## src/rtl/mips_if_stage.sv

```systemverilog
// Instruction-fetch stage: PC, instruction-memory request and IF/ID register.
// Optional performance counters are enabled by defining IF_PERF_CNT_EN.
module mips_if_stage #(
   parameter logic [31:0] RESET_PC  = 32'h0000_0000,
   parameter logic [31:0] NOP_INSTR = 32'h0000_0000
) (
   input  logic        clk,
   input  logic        reset,
   input  logic        stall,
   input  logic        flush,
   input  logic        redirect,
   input  logic [31:0] redirect_pc,
   output logic        imem_req,
   output logic [31:0] imem_addr,
   input  logic [31:0] imem_rdata,
   input  logic        imem_ready,
   output logic [31:0] IF_pc4,
   output logic [31:0] IF_instr,
   output logic        IF_valid
`ifdef IF_PERF_CNT_EN
   ,
   output logic [31:0] perf_fetch_cnt,
   output logic [31:0] perf_stall_cnt
`endif
);

   typedef enum logic [1:0] {
      FETCH = 2'd0,
      HOLD  = 2'd1,
      DROP  = 2'd2
   } state_t;

   state_t      r_state, w_state_nxt;
   logic        r_run;
   logic [31:0] r_pc, w_pc_nxt;
   logic [31:0] r_pend, w_pend_nxt;
   logic [31:0] r_buf, w_buf_nxt;
   logic [31:0] r_pc4, w_pc4_nxt;
   logic [31:0] r_instr, w_instr_nxt;
   logic        r_valid, w_valid_nxt;
   logic        w_load;
   logic [31:0] w_load_instr;
   logic [31:0] w_pc_plus4;
   logic [31:0] w_rpc;

   assign w_pc_plus4 = r_pc + 32'd4;
   assign w_rpc      = redirect_pc & 32'hFFFF_FFFC;

   // r_run keeps the request low until the first edge after reset release
   assign imem_req  = r_run & (r_state != HOLD);
   assign imem_addr = r_pc;
   assign IF_pc4    = r_pc4;
   assign IF_instr  = r_instr;
   assign IF_valid  = r_valid;

   always_comb begin
      w_state_nxt  = r_state;
      w_pc_nxt     = r_pc;
      w_pend_nxt   = r_pend;
      w_buf_nxt    = r_buf;
      w_pc4_nxt    = r_pc4;
      w_instr_nxt  = r_instr;
      w_valid_nxt  = r_valid;
      w_load       = 1'b0;
      w_load_instr = imem_rdata;

      if (r_run) begin
         case (r_state)
            FETCH: begin
               if (redirect && imem_ready) begin
                  w_pc_nxt    = w_rpc;
                  w_valid_nxt = 1'b0;
               end else if (redirect) begin
                  w_pend_nxt  = w_rpc;
                  w_valid_nxt = 1'b0;
                  w_state_nxt = DROP;
               end else if (imem_ready && !stall) begin
                  w_load   = 1'b1;
                  w_pc_nxt = w_pc_plus4;
               end else if (imem_ready) begin
                  w_buf_nxt   = imem_rdata;
                  w_state_nxt = HOLD;
               end else if (!stall) begin
                  w_valid_nxt = 1'b0;
               end
            end
            HOLD: begin
               if (redirect) begin
                  w_pc_nxt    = w_rpc;
                  w_valid_nxt = 1'b0;
                  w_state_nxt = FETCH;
               end else if (!stall) begin
                  w_load       = 1'b1;
                  w_load_instr = r_buf;
                  w_pc_nxt     = w_pc_plus4;
                  w_state_nxt  = FETCH;
               end
            end
            DROP: begin
               w_valid_nxt = 1'b0;
               // A redirect arriving with the stale response still wins
               if (imem_ready) begin
                  w_pc_nxt    = redirect ? w_rpc : r_pend;
                  w_state_nxt = FETCH;
               end else if (redirect) begin
                  w_pend_nxt = w_rpc;
               end
            end
            default: w_state_nxt = FETCH;
         endcase
      end

      if (w_load) begin
         w_pc4_nxt   = w_pc_plus4;
         w_instr_nxt = w_load_instr;
         w_valid_nxt = 1'b1;
      end

      if (flush) begin
         w_pc4_nxt   = r_pc4;
         w_instr_nxt = NOP_INSTR;
         w_valid_nxt = 1'b0;
      end
   end

   always_ff @(posedge clk or negedge reset) begin
      if (!reset) begin
         r_state <= FETCH;
         r_run   <= 1'b0;
         r_pc    <= RESET_PC;
         r_pend  <= 32'd0;
         r_buf   <= 32'd0;
         r_pc4   <= 32'd0;
         r_instr <= NOP_INSTR;
         r_valid <= 1'b0;
      end else begin
         r_state <= w_state_nxt;
         r_run   <= 1'b1;
         r_pc    <= w_pc_nxt;
         r_pend  <= w_pend_nxt;
         r_buf   <= w_buf_nxt;
         r_pc4   <= w_pc4_nxt;
         r_instr <= w_instr_nxt;
         r_valid <= w_valid_nxt;
      end
   end

`ifdef IF_PERF_CNT_EN
   logic [31:0] r_fetch_cnt;
   logic [31:0] r_stall_cnt;
   logic        w_fetch_inc;

   assign w_fetch_inc    = w_load & ~flush;
   assign perf_fetch_cnt = r_fetch_cnt;
   assign perf_stall_cnt = r_stall_cnt;

   always_ff @(posedge clk or negedge reset) begin
      if (!reset) begin
         r_fetch_cnt <= 32'd0;
         r_stall_cnt <= 32'd0;
      end else begin
         if (w_fetch_inc) r_fetch_cnt <= r_fetch_cnt + 32'd1;
         if (stall)       r_stall_cnt <= r_stall_cnt + 32'd1;
      end
   end
`else
   // Counters absent: the stage carries no performance state.
`endif

endmodule

```

## config.mk

```make
export PLATFORM = sky130hd
export DESIGN_NAME = mips_if_stage
export DESIGN_NICKNAME = d
export VERILOG_FILES = /design/src/rtl/mips_if_stage.sv
export SDC_FILE = /design/constraint.sdc
export NUM_CORES = 1
export LEC_CHECK = 0
export CAP_MARGIN = 20
export CORE_ASPECT_RATIO = 0.8
export CORE_MARGIN = 2
export CORE_UTILIZATION = 57
export DETAILED_ROUTE_END_ITERATION = 12
export PLACE_DENSITY = 0.87
export REMOVE_ABC_BUFFERS = 1
export SLEW_MARGIN = 20
export SYNTH_ARGS = -nofsm -noshare
export SYNTH_HDL_FRONTEND = slang
export SYNTH_SLANG_ARGS = --single-unit
```

## constraint.sdc

```tcl
create_clock -name clk -period 6.65 [get_ports clk]
set_input_delay 0.665 -clock clk [delete_from_list [all_inputs] [get_ports clk]]
set_output_delay 0.665 -clock clk [all_outputs]
set_load 0.1 [all_outputs]
```

==> run_results.csv <==
group,metric,value,unit
outcome,outcome,"complete, no violations",
timing,hold_viol_final,0,
global_routing,overflow,0,
finish,diodes,0,
clock_tree,h-tree-depth,4,
routing,wire_per_inst,20.5,um
global_routing,grt_max_degree,106,
clock_tree,cts_resized,0,
timing,tightest_slew,1.06,ns
global_routing,grt_pass1_vias,7354,
routing,viasPerCell,6.48,
placed_design,place.gp.congestion,0.876,
timing,maxSlewViolCount,0,
global_routing,grt_pass1_wl,38900,um
finish,fillers,1071,
synth,syn_area_per_cell,9.86,sq um
clock_tree,clock_path_buffers,2,
power,leakagePower,4.43,nW
critical_path,setup.worst_path.end_class,"flop",
placed_design,place_area,10400,sq um
synth,ys_ff_latch,164,
clock_tree,cts_root_buf,"clkbuf_16",
power,peakVddDrop,0.565,mV
clock_tree,cts_inserted_buffers,17,
clock_tree,clk_latency,0.43,ns
timing,max_freq,0.272,GHz
die,die_area,16300,sq um
synth,synthCells,884,
finish,finish.utilization,74.0,%
critical_path,start_kind,"input pin",
synth,synth_edf_count,0,
timing,fin_setup_tns,0,ns
die,io_pins,168,
die,die_w,142,um
placed_design,dp_cells,1178,
placed_design,port_buffers,165,
power,cellPowerDensity,540,nW/um^2
clock_tree,clkSinkCount,164,
finish,syn2layout_area_growth,27.0,%
die,num_rows,40,
routing,ant_nets,0,
min_path,min_path_type,"input pin to asynchronous set/reset pin",
timing,clock_skew,0.00668,ns
timing,rsz0062_at_grt,"no",
timing,finalCritPeriodShare,55.2,%
clock_tree,post_cts_buffers,0,
synth,yosysWarningCount,0,
routing,firstDrtPassIters,5,
synth,synth_cell_types,65,
flow_run,max_cap_viol_count,0,
placed_design,dp_hpwl,16400,um
synth,synth_area,8720,sq um
critical_path,worstPathArrival,4.01,ns
timing,period_needed,3.67,ns
routing,num_vias,7835,
die,fp.coreArea,15000,sq um
routing,drt-initial-drc-count,1013,
finish,fin_area,11100,sq um
critical_path,worstPathMaxFanout,27,
clock_tree,cts.hold.buffers_added,0,
clock_tree,cts_tree,"done",
critical_path,cp.required,6.99,ns
finish,final_nets,1082,
routing,post-route-drc-count,0,
die,start_util,58.3,%
synth,synth-main-ff-cell,"dfrtp_1",
finish,stdcell_count,1210,
timing,slew_headroom,29.0,%
synth,async_flop_share,100,%
global_routing,grt_use_total,30.6,%
global_routing,antenna_found_initial,0,
finish,drive_gt1_share,12.4,%
routing,wl,24700,um
die,die_y,115,um
critical_path,path_class,"input pin to flop",
timing,setup_viol,0,
synth,synth-seq-area-share,47.1,%
clock_tree,path_clk_slew,0.07,ns
## critical path, stage by stage
cell and delay [ns]:
clkdlybuf4s50_1 1.12, nand2b_1 0.23, o211ai_1 0.37, buf_4 0.37, nor2_1 0.77, o21ai_0 0.24, o211ai_1 0.23
## state kept, by name (all words and copies together) (netlist names)
name / count
IF_instr: 32
IF_pc4: 32
IF_valid: 1
imem_addr: 32
r_buf: 32
r_pend: 32
r_run: 1
r_state: 2
## through the flow
| step | hold slack [ns] | setup slack, ns | total power, mW |
|---|---|---|---|
| 4_1_cts | 0.401 | 3.11 | 5.93 |
| 2_1_floorplan | 0.369 | 0.286 | 4.01 |
| 3_3_place_gp | 0.455 | 2.73 | 4.79 |
| 5_1_grt | 0.402 | 2.82 | 6.21 |
| 3_5_place_dp | 0.459 | 2.68 | 4.87 |
| 6_report | 0.312 | 2.98 | 5.97 |
## final cells by class
| cell class | count | area (sq um) | share of cell area, % |
|---|---|---|---|
| Sequential cell | 164 | 4100 | 37.1 |
| Timing Repair Buffer | 180 | 1770 | 15.9 |
| Inverter | 10 | 37.5 | 0.339 |
| Multi-Input combinational cell | 635 | 4300 | 38.8 |
| Tap cell | 189 | 236 | 2.14 |
| Clock inverter | 14 | 201 | 1.82 |
| Clock buffer | 18 | 429 | 3.88 |
## final timing paths
kind | from | endpoint | slack (ns) | cells after the start
setup / recovery | redirect | imem_addr[23] | 2.98 | 7
hold / removal | reset | IF_pc4[0] | 0.31 | 1
setup reg to reg | r_state[0] | imem_addr[23] | 3.34 | 9
hold reg to reg | IF_pc4[12] | IF_pc4[12] | 0.47 | 2
max in group asynchronous | reset | IF_instr[21] | 4.97 | 2
min in group clk | IF_pc4[12] | IF_pc4[12] | 0.47 | 2
## cells in the mapped netlist (7+ instances only)
master	number	area (sq um)
a211oi_1	41	308
a21oi_1	37	185
a221o_1	9	90.1
a22oi_1	13	97.6
a31oi_1	11	68.8
and3_1	18	113
buf_2	12	60.1
clkbuf_1	55	206
dfrtp_1	164	4100
inv_1	10	37.5
mux2_2	64	721
mux2i_1	42	420
nand2_1	83	312
nand3_1	21	105
nand4_1	11	68.8
nor2_1	73	274
nor2b_1	8	50.1
nor3_1	16	80.1
nor4_1	7	43.8
o211ai_1	7	52.6
o21ai_0	56	280
xnor2_1	10	87.6
xor2_1	11	96.3
## layout by cell type, fill, tap and decap left out, types with 4 or more instances in the layout
cell type,n
a211oi_1,41
a21o_1,6
a21oi_1,37
a221o_1,9
a221oi_1,6
a22o_1,5
a22oi_1,13
a31oi_1,11
and3_1,18
buf_4,15
bufinv_16,4
clkbuf_16,17
clkdlybuf4s50_1,164
clkinvlp_4,4
dfrtp_1,164
ha_1,4
inv_1,10
mux2_2,64
mux2i_1,42
nand2_1,83
nand2b_1,6
nand3_1,21
nand4_1,11
nor2_1,72
nor2b_1,7
nor3_1,15
nor4_1,7
o211ai_1,7
o21ai_0,56
o221ai_1,4
o22ai_1,5
o31a_1,4
o31ai_1,5
or3_1,4
xnor2_1,10
xor2_1,11
## power by group
| group | internal, mW | switching, mW | total [mW] |
|---|---|---|---|
| sequential | 1.38 | 0.369 | 1.75 |
| combinational | 0.917 | 2.26 | 3.17 |
| clock | 0.634 | 0.420 | 1.05 |
## per-layer routing
| layer | vias up | share of wire (%) | GRT usage, % | routed length (um) |
|---|---|---|---|---|
| met5 | - | 0 | 0 | 0 |
| met4 | 0 | 2.7 | 10.3 | 663 |
| met3 | 77 | 11 | 8.74 | 2690 |
| met2 | 494 | 46 | 46.9 | 11400 |
| met1 | 3760 | 40 | 42.3 | 9950 |
| li1 | 3504 | - | - | - |
## cells by family after synthesis
family                   synth area share, %
AO/OA/AOI/OAI                           18.3
XOR/XNOR                                2.11
adder cells (fa/ha/maj)                0.574
buffers and inverters                   3.92
flip-flops                              47.1
multiplexers                            13.1
other                                 0.0430
AND/OR/NAND/NOR                         14.9
Power figures use the tool's default switching activity.
